--- src/rtl/alu_arbiter_seq_pkg.sv ---
// Shared types and constants for the ALU sequencer.
// State encoding and flag bit positions.
package alu_arbiter_seq_pkg;

  typedef enum logic [1:0] {
    IDLE = 2'd0,
    EXEC = 2'd1,
    WB   = 2'd2
  } state_t;

  localparam int FLAG_Z = 0;
  localparam int FLAG_C = 1;
  localparam int FLAG_N = 2;
  localparam int FLAG_V = 3;

endpackage

--- src/rtl/alu_arbiter_seq_if.sv ---
// Requester-side bundle: two request ports with ack/done.
// master = requesters, slave = sequencer.
interface alu_arbiter_seq_if #(
  parameter int DataWidth = 16,
  parameter int OpWidth   = 4
);

  logic                 Req0;
  logic                 Req1;
  logic [OpWidth-1:0]   Op0;
  logic [OpWidth-1:0]   Op1;
  logic [DataWidth-1:0] A0;
  logic [DataWidth-1:0] A1;
  logic [DataWidth-1:0] B0;
  logic [DataWidth-1:0] B1;
  logic                 UpdF0;
  logic                 UpdF1;
  logic                 Ack0;
  logic                 Ack1;
  logic                 Done0;
  logic                 Done1;

  modport master (
    output Req0, Req1, Op0, Op1,
    output A0, A1, B0, B1,
    output UpdF0, UpdF1,
    input  Ack0, Ack1, Done0, Done1
  );

  modport slave (
    input  Req0, Req1, Op0, Op1,
    input  A0, A1, B0, B1,
    input  UpdF0, UpdF1,
    output Ack0, Ack1, Done0, Done1
  );

endinterface

--- src/rtl/alu_arbiter_seq_rr_arbiter2.sv ---
// Two-way round-robin arbiter, purely combinational.
// Pointer names the preferred port on a tie.
module alu_arbiter_seq_rr_arbiter2
  import alu_arbiter_seq_pkg::*;
(
  input  logic [1:0] Req,
  input  logic       Pointer,
  input  logic       Enable,
  output logic [1:0] Grant,
  output logic       Winner
);

  logic w_win;

  always_comb begin
    w_win = Req[1];
    if (&Req) w_win = Pointer;
  end

  always_comb begin
    Grant  = 2'b00;
    Winner = w_win;
    if (Enable && (|Req)) begin
      Grant = w_win ? 2'b10 : 2'b01;
    end
  end

endmodule

--- src/rtl/alu_arbiter_seq.sv ---
// Sequences a shared combinational ALU for two requesters:
// IDLE grants, EXEC captures result/flags, WB signals done.
module alu_arbiter_seq
  import alu_arbiter_seq_pkg::*;
#(
  parameter int DataWidth = 16,
  parameter int FlagSize  = 4,
  parameter int OpWidth   = 4,
  parameter int CntWidth  = 16
) (
  input  logic                 Clk,
  input  logic                 Reset,
  alu_arbiter_seq_if.slave     bus,
  output logic [DataWidth-1:0] AluA,
  output logic [DataWidth-1:0] AluB,
  output logic [OpWidth-1:0]   AluOp,
  input  logic [DataWidth-1:0] AluY,
  input  logic [FlagSize-1:0]  AluFlags,
  output logic [DataWidth-1:0] Result,
  output logic [FlagSize-1:0]  Flags,
  input  logic                 ClrFlags,
  output logic                 Busy,
  output logic [CntWidth-1:0]  OpCount
);

  state_t     r_state;
  state_t     w_next;
  logic       r_ptr;
  logic       r_owner;
  logic       r_updf;
  logic [1:0] w_grant;
  logic       w_win;
  logic       w_idle;

  assign w_idle = (r_state == IDLE);

  alu_arbiter_seq_rr_arbiter2 u_arb (
    .Req     ({bus.Req1, bus.Req0}),
    .Pointer (r_ptr),
    .Enable  (w_idle),
    .Grant   (w_grant),
    .Winner  (w_win)
  );

  always_ff @(posedge Clk or negedge Reset) begin
    if (!Reset) r_state <= IDLE;
    else        r_state <= w_next;
  end

  always_comb begin
    w_next = r_state;
    unique case (r_state)
      IDLE:    if (|w_grant) w_next = EXEC;
      EXEC:    w_next = WB;
      WB:      w_next = IDLE;
      default: w_next = IDLE;
    endcase
  end

  // Ack is gated by Reset so nothing is acknowledged while held in reset.
  always_comb begin
    bus.Ack0  = w_grant[0] & Reset;
    bus.Ack1  = w_grant[1] & Reset;
    bus.Done0 = (r_state == WB) & ~r_owner;
    bus.Done1 = (r_state == WB) &  r_owner;
    Busy      = ~w_idle;
  end

  always_ff @(posedge Clk or negedge Reset) begin
    if (!Reset) begin
      AluA    <= '0;
      AluB    <= '0;
      AluOp   <= '0;
      r_owner <= 1'b0;
      r_updf  <= 1'b0;
      r_ptr   <= 1'b0;
    end else if (|w_grant) begin
      AluA    <= w_win ? bus.A1 : bus.A0;
      AluB    <= w_win ? bus.B1 : bus.B0;
      AluOp   <= w_win ? bus.Op1 : bus.Op0;
      r_owner <= w_win;
      r_updf  <= w_win ? bus.UpdF1 : bus.UpdF0;
      r_ptr   <= ~w_win;
    end
  end

  // Flag capture takes priority over a coincident clear.
  always_ff @(posedge Clk or negedge Reset) begin
    if (!Reset) begin
      Result  <= '0;
      Flags   <= '0;
      OpCount <= '0;
    end else begin
      if (r_state == EXEC) Result <= AluY;
      if ((r_state == EXEC) && r_updf) Flags <= AluFlags;
      else if (ClrFlags)               Flags <= '0;
      if (r_state == WB) OpCount <= OpCount + CntWidth'(1);
    end
  end

endmodule

--- src/flat_wrapper.sv ---
// flat-port wrapper written by rule: the top's interface ports become plain ports
module alu_arbiter_seq_flat import alu_arbiter_seq_pkg::*;
#(
  parameter int DataWidth = 16,
  parameter int FlagSize  = 4,
  parameter int OpWidth   = 4,
  parameter int CntWidth  = 16
)
  (Clk, Reset, AluA, AluB, AluOp, AluY, AluFlags, Result, Flags, ClrFlags, Busy, OpCount, bus_Req0, bus_Req1, bus_Op0, bus_Op1, bus_A0, bus_A1, bus_B0, bus_B1, bus_UpdF0, bus_UpdF1, bus_Ack0, bus_Ack1, bus_Done0, bus_Done1);
  alu_arbiter_seq_if #(.DataWidth(DataWidth), .OpWidth(OpWidth)) bus_i ();
  input  logic Clk;
  input  logic Reset;
  output logic [DataWidth-1:0] AluA;
  output logic [DataWidth-1:0] AluB;
  output logic [OpWidth-1:0] AluOp;
  input  logic [DataWidth-1:0] AluY;
  input  logic [FlagSize-1:0] AluFlags;
  output logic [DataWidth-1:0] Result;
  output logic [FlagSize-1:0] Flags;
  input  logic ClrFlags;
  output logic Busy;
  output logic [CntWidth-1:0] OpCount;
  input wire logic [$bits(bus_i.Req0)-1:0] bus_Req0;
  input wire logic [$bits(bus_i.Req1)-1:0] bus_Req1;
  input wire logic [$bits(bus_i.Op0)-1:0] bus_Op0;
  input wire logic [$bits(bus_i.Op1)-1:0] bus_Op1;
  input wire logic [$bits(bus_i.A0)-1:0] bus_A0;
  input wire logic [$bits(bus_i.A1)-1:0] bus_A1;
  input wire logic [$bits(bus_i.B0)-1:0] bus_B0;
  input wire logic [$bits(bus_i.B1)-1:0] bus_B1;
  input wire logic [$bits(bus_i.UpdF0)-1:0] bus_UpdF0;
  input wire logic [$bits(bus_i.UpdF1)-1:0] bus_UpdF1;
  output wire logic [$bits(bus_i.Ack0)-1:0] bus_Ack0;
  output wire logic [$bits(bus_i.Ack1)-1:0] bus_Ack1;
  output wire logic [$bits(bus_i.Done0)-1:0] bus_Done0;
  output wire logic [$bits(bus_i.Done1)-1:0] bus_Done1;
  assign bus_i.Req0 = bus_Req0;
  assign bus_i.Req1 = bus_Req1;
  assign bus_i.Op0 = bus_Op0;
  assign bus_i.Op1 = bus_Op1;
  assign bus_i.A0 = bus_A0;
  assign bus_i.A1 = bus_A1;
  assign bus_i.B0 = bus_B0;
  assign bus_i.B1 = bus_B1;
  assign bus_i.UpdF0 = bus_UpdF0;
  assign bus_i.UpdF1 = bus_UpdF1;
  assign bus_Ack0 = bus_i.Ack0;
  assign bus_Ack1 = bus_i.Ack1;
  assign bus_Done0 = bus_i.Done0;
  assign bus_Done1 = bus_i.Done1;
  alu_arbiter_seq #(.DataWidth(DataWidth), .FlagSize(FlagSize), .OpWidth(OpWidth), .CntWidth(CntWidth)) u_core (.Clk(Clk), .Reset(Reset), .bus(bus_i), .AluA(AluA), .AluB(AluB), .AluOp(AluOp), .AluY(AluY), .AluFlags(AluFlags), .Result(Result), .Flags(Flags), .ClrFlags(ClrFlags), .Busy(Busy), .OpCount(OpCount));
endmodule
--- config.mk ---
export PLATFORM = sky130hd
export DESIGN_NAME = alu_arbiter_seq_flat
export DESIGN_NICKNAME = d
export VERILOG_FILES = /design/src/rtl/alu_arbiter_seq_pkg.sv /design/src/rtl/alu_arbiter_seq_if.sv /design/src/rtl/alu_arbiter_seq_rr_arbiter2.sv /design/src/rtl/alu_arbiter_seq.sv /design/src/flat_wrapper.sv
export SDC_FILE = /design/constraint.sdc
export NUM_CORES = 1
export LEC_CHECK = 0
export ABC_AREA = 1
export CORE_UTILIZATION = 32
export DETAILED_ROUTE_END_ITERATION = 12
export PLACE_DENSITY = 0.73
export SETUP_SLACK_MARGIN = 0.3
export SYNTH_ARGS = -nofsm -noshare
export SYNTH_HDL_FRONTEND = slang
export SYNTH_SLANG_ARGS = --single-unit
--- constraint.sdc ---
create_clock -name Clk -period 2.7 [get_ports Clk]
set_input_delay 0.54 -clock Clk [delete_from_list [all_inputs] [get_ports Clk]]
set_output_delay 0.54 -clock Clk [all_outputs]
set_load 0.02 [all_outputs]
======== After elaboration in Yosys (flattened, before gate mapping) ========
Index checks and enable logic that the tools add are counted.
Widths: inputs -> output; s select.
operators by class
  equal/unequal tests ..................... 3
  reduce and logical (&&, ||, !) cells .... 7
  muxes and demuxes ....................... 11
  add/sub/neg operators ................... 1
  bitwise gates (word level) .............. 7
operators with widths
  kind                   number
  $mux 16                2
  $add 16x1->16 const B  1
  $mux 4                 3
  $mux 2                 3
  $and 1x1->1            4
  $pmux 2 s2             1
  $reduce_or 2->1        2
  $not 1->1              3
  $eq 2x1->1 const B     1
  $eq 2x2->1 const B     1
  $logic_and 1x1->1      2
  $logic_not 2->1        1
  $mux 1                 2
  $ne 2x1->1 const B     1
  $reduce_and 2->1       1
  $reduce_bool 2->1      1
word-level totals
  bits of input ports ..................... 99
  flip-flop bits (word level) ............. 77
  output and inout port bits .............. 77

======== Longest topological paths before layout ========
Gate-level depths: netlist of the first run.
  word-level depth ........................ 7
  mapped depth ............................ 9
  gate-level depth less buffers ........... 9

======== Cells and area by module ========
A second synthesis of the first run with hierarchy kept.
second synthesis, totals
  cell total of the unflattened synthesis .. 429
  area, all modules ....................... 3527.1 um2
modules (own cells, without submodules)
  module                       seq. area each (um2)  times used  area an instance (um2)  cells an instance
  alu_arbiter_seq              1926.8                1           3488.3                  421
  alu_arbiter_seq_rr_arbiter2  0.0                   1           38.8                    8

======== Least setup slack after synthesis of the first run ========
Ideal clock, no wire load.
  kind .................................... input to output
  start ................................... input bus_Req0
  end ..................................... output bus_Ack1
  path buffers ............................ 1
  path slack .............................. 911 ps
  cell stages on the path ................. 6
  data required time ...................... 2160 ps
  arrival ................................. 1249 ps
  cell sequence ........................... inv_1 -> o21ai_1 -> nor2_1 -> buf_4 -> inv_1 -> nor2_1
between the ends
  cells in the longest elaborated chain, start to end .. 5
ends and longest elaborated chain
  what                RTL line                           text
  start: declaration  flat_wrapper.sv:23                 input wire logic [$bits(bus_i.Req0)-1:0] bus_Req0;
  $reduce_and 2->1    alu_arbiter_seq_rr_arbiter2.sv:17  if (&Req) w_win = Pointer;
  $mux 1              alu_arbiter_seq_rr_arbiter2.sv:17
  $mux 2              alu_arbiter_seq_rr_arbiter2.sv:24  Grant = w_win ? 2'b10 : 2'b01;
  $mux 2 (*)          alu_arbiter_seq_rr_arbiter2.sv:23  if (Enable && (|Req)) begin
  $and 1x1->1 (*)     alu_arbiter_seq.sv:63              bus.Ack1 = w_grant[1] & Reset;
  end: declaration    flat_wrapper.sv:34                 output wire logic [$bits(bus_i.Ack1)-1:0] bus_Ack1;
Every way passes the cells marked *; elsewhere a longest branch is shown, timed or not.

======== Worst setup path after layout of the first run ========
  start ................................... input bus_Req1
  end ..................................... output bus_Ack0
between the ends
  cells in the longest elaborated chain, start to end .. 5
ends and longest elaborated chain
  what                RTL line                           text
  start: declaration  flat_wrapper.sv:24                 input wire logic [$bits(bus_i.Req1)-1:0] bus_Req1;
  $reduce_and 2->1    alu_arbiter_seq_rr_arbiter2.sv:17
  $mux 1              alu_arbiter_seq_rr_arbiter2.sv:17
  $mux 2              alu_arbiter_seq_rr_arbiter2.sv:24
  $mux 2 (*)          alu_arbiter_seq_rr_arbiter2.sv:23
  $and 1x1->1 (*)     alu_arbiter_seq.sv:62              bus.Ack0 = w_grant[0] & Reset;
  end: declaration    flat_wrapper.sv:33                 output wire logic [$bits(bus_i.Ack0)-1:0] bus_Ack0;
Marks and branches as above.

==> results of run 1 <==
==> flip-flops by register name, summed over array words and instances, names as in the netlist <==
name            flops
u_core.r_owner      1
u_core.AluB        16
u_core.r_ptr        1
u_core.AluOp        4
u_core.Result      16
u_core.AluA        16
u_core.r_updf       1
u_core.OpCount     16
u_core.r_state      2
u_core.Flags        4
==> final timing paths <==
check	end	from	cells past startpoint	slack (ps)
worst max register to register	u_core.AluOp[1]$_DFFE_PN0P_	u_core.r_state[0]$_DFFE_PN0P_	8	1180
worst max-delay path	bus_Ack0	bus_Req1	6	390
max in group asynchronous	u_core.OpCount[0]$_DFFE_PN0N_	Reset	3	1050
worst min register to register	u_core.Result[10]$_DFFE_PN0N_	u_core.Result[10]$_DFFE_PN0N_	2	480
worst min-delay path	u_core.Result[10]$_DFFE_PN0N_	u_core.Result[10]$_DFFE_PN0N_	2	480
min in group asynchronous	u_core.Result[11]$_DFFE_PN0N_	Reset	2	560
==> through the flow <==
step           hold WS, ps  instance area [um^2]   util
5_1_grt                497                  5470  0.530
6_report               475                  5470  0.530
2_1_floorplan          244                  3420      -
4_1_cts                480                  5470  0.530
3_3_place_gp           355                  5260  0.510
3_5_place_dp           358                  5260  0.510
==> critical path: cells and delay by family <==
family	cells	cell delay, ps
buffers and inverters	2	810
AND/OR/NAND/NOR	4	420
==> synthesized netlist by cell type <==
| cell type | instances |
|---|---|
| nand2_2 | 3 |
| o21ai_0 | 1 |
| nand2_1 | 197 |
| xor2_1 | 7 |
| buf_2 | 4 |
| xnor2_1 | 3 |
| and2_1 | 1 |
| buf_4 | 4 |
| ha_1 | 1 |
| o21ai_1 | 1 |
| nor2_2 | 5 |
| nor3_1 | 1 |
| nor2_1 | 20 |
| nor2_4 | 1 |
| nand4_1 | 3 |
| inv_1 | 23 |
| nand3_1 | 51 |
| buf_6 | 5 |
| dfrtp_1 | 77 |
| clkbuf_1 | 1 |
| inv_2 | 5 |
| inv_4 | 1 |
==> power groups by stage <==
stage | Clock, uW | Combinational [uW] | Sequential [uW]
3_3_place_gp | 0 | 2780 | 1940
2_1_floorplan | 0 | 990 | 2470
3_5_place_dp | 0 | 2830 | 1960
6_report | 870 | 2790 | 1950
5_1_grt | 954 | 3010 | 2020
4_1_cts | 898 | 2840 | 1950
==> placed cells by master, fill, tap and decap left out <==
cell             Yosys  final
dlygate4sd2_1        0      1
clkinvlp_4           0      1
nand3_1             51     51
inv_6                0      1
clkbuf_8             0     10
inv_4                1      1
nand4_1              3      3
clkdlybuf4s15_1      0      1
nand2_2              3      3
inv_1               23     23
bufinv_16            0      1
buf_4                4      5
o21ai_0              1      1
clkinv_2             0      3
nor2_4               1      1
dfrtp_1             77     77
o21ai_2              0      1
and2_1               1      1
nor2_2               5      6
nand2_1            197    197
xnor2_1              3      3
nor3_1               1      1
ha_1                 1      1
dlygate4sd3_1        0      1
xor2_1               7      7
nor2_1              20     19
inv_2                5      5
clkdlybuf4s50_1      0    172
==> cells by family (layout without fill, tap and decap cells) <==
| logic type | count (synthesis) | count (layout) | synth area share |
|---|---|---|---|
| AO/OA/AOI/OAI | 2 | 2 | 0.00292 |
| AND/OR/NAND/NOR | 282 | 282 | 0.340 |
| flip-flops | 77 | 77 | 0.563 |
| adder cells (fa/ha/maj) | 1 | 1 | 0.00366 |
| XOR/XNOR | 10 | 10 | 0.0256 |
| buffers and inverters | 43 | 225 | 0.0648 |
==> layout make-up <==
class	instances	area, um^2
multi-input combinational	295	1280
fill	979	4850
clock inverter	6	61.3
timing repair buffer	180	1790
inverter	29	111
sequential	77	1930
clock buffer	10	138
tap	136	170
==> what timing repair did <==
item	in CTS	in global routing
hold buffers	1	0
gates cloned	0	0
endpoints found under the setup margin	2	2
gates resized for setup	2	2
endpoints found under the hold margin	3	0
==> per-layer routing <==
| layer | track usage | share of wire | vias to the layer above |
|---|---|---|---|
| li1 | - | - | 1633 |
| met1 | 0.209 | 0.43 | 1522 |
| met2 | 0.296 | 0.49 | 116 |
| met3 | 0.0476 | 0.070 | 10 |
| met4 | 0.0483 | 0.011 | 0 |
| met5 | 0 | 0 | - |
==> results.py, run 1 <==
metrics = {
    "outcome": {
        "status": "complete, no violations",
    },
    "synthesis": {
        "ys_ff_latch": 77,
        "yosysUniqueCellTypes": 22,
        "synth_area_mm2": 0.00342,
        "synthCells": 415,
        "synthesis.nets": 515,
        "synth_area_leader_cell": "dfrtp_1",
        "yosys_warnings": 0,
        "synth_top_area_frac": 0.563,
        "synth.area.top_cells": "dfrtp_1, nand2_1, nand3_1",
        "yosysSeqAreaShare": 0.563,
        "synth.avg_cell_area_um2": 8.24,
    },
    "drt": {
        "drc": 0,
        "route.vias.total": 3281,
        "detail_route.wl_per_cell_um": 12.7,
        "drt-initial-drc-count": 128,
        "vias_per_cell": 4.48,
        "dr.pass1.iters": 4,
        "routed_wl_mm": 9.30,
        "antenna_left": 0,
    },
    "final_layout": {
        "fin_nets": 692,
        "antenna_cells": 0,
        "drive_gt1_frac": 0.0637,
        "final_cells": 733,
        "syn_to_final_growth_pct": 60.0,
    },
    "setup_path": {
        "slowest_delay_ps": 500,
        "cp_slowest_cell": "clkdlybuf4s50_1",
        "crit_type": "in -> out",
        "endpoint_kind": "output pin",
        "cp_cell_sequence": "clkdlybuf4s50_1, nor2_1, nor2_4, nand2_2, nor2_1, clkdlybuf4s15_1",
        "cp-start-kind": "primary input",
        "worstPathRequired_ps": 2160,
        "crit_top_cell": "nor2_1",
        "critPathArrivalTime_ps": 1770,
        "path_max_fanout": 4,
    },
    "cts": {
        "clkLatencyLatePin_ps": 340,
        "clk_pin_slew_ps": 70,
        "htree_levels": 3,
        "clock-root-buffer": "clkbuf_8",
        "cts_setup_buffers": 0,
        "clock_sink_count": 77,
        "numCtsBuffers": 9,
        "tritoncts": "yes",
        "cts_buffer_depth": 2,
    },
    "grt": {
        "grt_pass1_vias": 3318,
        "track_usage": 0.172,
        "antenna_found_initial": 0,
        "grt_max_degree": 75,
        "overflow": 0,
        "grt_pass1_wl_mm": 15.1,
    },
    "power_and_ir_drop": {
        "p_clk_frac": 0.155,
        "power_frac_comb": 0.497,
        "sequentialPowerShare": 0.348,
        "p_int_uw": 3340,
        "sw_frac_of_total": 0.405,
        "powerDensity_mw_per_mm2": 1030,
        "power_leakage_uw": 0.00258,
        "ir_drop_mv": 0.481,
        "switchingPower_uw": 2270,
        "power_uw": 5610,
    },
    "floorplanning": {
        "die_w_um": 105,
        "rows": 37,
        "core-area_mm2": 0.0103,
        "ios": 176,
        "chipHeight_um": 105,
        "die_area_mm2": 0.0111,
        "start_util": 0.331,
    },
    "place": {
        "place_congestion": 0.763,
        "dp_hpwl_mm": 7.03,
        "dp.cells": 716,
        "io_buffers": 175,
        "pre_cts_ws_ps": 83.5,
    },
    "timing": {
        "timing.slew.headroom": 0.397,
        "final_hold_viol_count": 0,
        "setup_viol": 0,
        "clock_skew_ps": 13.1,
        "fin_ws_ps": 395,
        "clock.fmax_mhz": 434,
        "period_needed_ps": 2310,
        "worstMarginPinSlew_ps": 904,
        "slew_violations": 0,
        "tns_ps": 0,
        "finalCritPeriodShare": 0.854,
        "rsz0062_at_grt": "no",
    },
    "job": {
        "drv_cap": 0,
    },
    "min_path": {
        "hold_class": "reg -> reg",
    },
}
Power figures use the tool's default switching activity.
==> run 2, diff against run 1 <==
--- a/config.mk
+++ b/config.mk
@@ -7,6 +7,7 @@
 export LEC_CHECK = 0
 export ABC_AREA = 1
 export CORE_UTILIZATION = 32
+export CTS_CLUSTER_SIZE = 28
 export DETAILED_ROUTE_END_ITERATION = 12
 export PLACE_DENSITY = 0.73
 export SETUP_SLACK_MARGIN = 0.3
==> results of run 2 <==
No change in the layout: final DEF, timing and power equal those of run 1.
==> RTL change: new RTL, settings of run 2 <==
Register the output `OpCount` once more; this adds one clock of latency there. The other outputs are not delayed to match.
--- a/src/rtl/alu_arbiter_seq.sv
+++ b/src/rtl/alu_arbiter_seq.sv
@@ -22,6 +22,8 @@
   output logic                 Busy,
   output logic [CntWidth-1:0]  OpCount
 );
+
+  logic [CntWidth-1:0] OpCount_s0;
 
   state_t     r_state;
   state_t     w_next;
@@ -89,13 +91,17 @@
     if (!Reset) begin
       Result  <= '0;
       Flags   <= '0;
-      OpCount <= '0;
+      OpCount_s0 <= '0;
     end else begin
       if (r_state == EXEC) Result <= AluY;
       if ((r_state == EXEC) && r_updf) Flags <= AluFlags;
       else if (ClrFlags)               Flags <= '0;
-      if (r_state == WB) OpCount <= OpCount + CntWidth'(1);
+      if (r_state == WB) OpCount_s0 <= OpCount_s0 + CntWidth'(1);
     end
+  end
+
+  always_ff @(posedge Clk) begin
+    OpCount <= OpCount_s0;
   end
 
 endmodule
Check against the original RTL: not equivalent (Yosys sat finds a counterexample within 4 cycles, from zero or initial values and one cycle with Reset low).
==> RTL change against run 2 <==
Critical path depth rose by 1; sequential cell count increased by 16; power is 15% higher; sequential power is 14% higher; setup slack lost 12 ps; via count rose by 3.4%; the flow now finishes with violations (DRC); sequential share of layout area rose by 2.3 points; maximum frequency down 0.52%; die area up 12%; synthesized area is 13% higher; count of clock-buffer cells in the layout is 1 higher; routed wire length rose by 6.4%; cell area rose by 9.4%; global-route usage decreased by 0.38 points.
==> RTL change: results (changes against run 2) <==
* Multi-input gate area at 1370 um2 (was 1280 um2)
* Leakage at 2.75 nW (was 2.58 nW)
* Failing checks: DRC
* Drt initial violations at 123 (was 128)
* Buffer share of cell area at 29.9% (was 32.7%)
* DRT Pass-1 Iters at 8 (was 4)
* # hold bufs at CTS at 0 (was 1)
* Sw Pwr at 0.00252 W (was 0.00227 W)
* Share of post-route cells with drive strength above 1 at 11.8% (was 6.37%)
* Final nets at 697 (was 692)
* Seq area share at 37.5% (was 35.2%)
* Final GP Congestion at 0.802 (was 0.763)
* Worst slew margin at 35.3% (was 39.7%)
* Post-route clock skew at 7.09 ps (was 13.1 ps)
* Inverters at 25 (was 29)
* Share of the core filled with cells at 51.8% (was 53.0%)
* Synth cell types at 26 (was 22)
* FFs & Latches at 93 (was 77)
* Status: finished, violations left (was finished, final reports clean)
* Clock power share at 19.6% (was 15.5%)
* CP max FO at 2 (was 4)
* Post-DP Area at 5690 um2 (was 5260 um2)
* DRC at 8 (was 0)
* Die W at 112 um (was 105 um)
* Fillers at 1,074 (was 979)
RTL change: cell types whose count changed in the layout (fill, tap and decap cells not counted), sizes merged, moves of 3 or more:
| cell | delta |
|---|---|
| dfxtp | +16 |
| clkinv | -3 |
| nand2 | -6 |
| nor2 | -8 |
RTL change: logic make-up after synthesis:
kind of cell,Yosys count,synth area share [%]
flip-flops,93,58.4
XOR/XNOR,11,2.50
AND/OR/NAND/NOR,271,32.0
AO/OA/AOI/OAI,4,0.715
buffers and inverters,39,6.08
adder cells (fa/ha/maj),1,0.325
RTL change: routing by layer:
metal	track usage (%)	part of all wire, %	vias to the layer above
met5	0	0	-
met4	6.58	1.5	0
met3	5.77	9.0	14
met2	29.9	50	119
met1	18.2	40	1597
li1	-	-	1661
RTL change: critical path: stages:
cell	delay (ps)
clkdlybuf4s50_1	470
inv_1	50
o21ai_2	230
nor2_4	50
inv_1	70
nor2_1	40
dlygate4sd2_1	320
RTL change: timing repair:
item | in CTS | in global routing
endpoints found under the setup margin | 2 | 1
pin swaps | 0 | 0
endpoints found under the hold margin | 0 | 0
gates resized for setup | 2 | 2
RTL change: worst paths after layout:
kind	cells after the start	start	to	slack (ps)
min in group asynchronous	2	Reset	u_core.OpCount_s0[5]$_DFFE_PN0N_	460
hold reg to reg	0	u_core.OpCount_s0[14]$_DFFE_PN0N_	u_core.OpCount[14]$_DFF_P_	420
hold / removal	0	u_core.OpCount_s0[14]$_DFFE_PN0N_	u_core.OpCount[14]$_DFF_P_	420
max in group asynchronous	2	Reset	u_core.AluB[1]$_DFFE_PN0P_	1590
setup / recovery	7	bus_Req0	bus_Ack1	380
setup reg to reg	8	u_core.r_state[1]$_DFFE_PN0P_	u_core.AluA[15]$_DFFE_PN0P_	1210
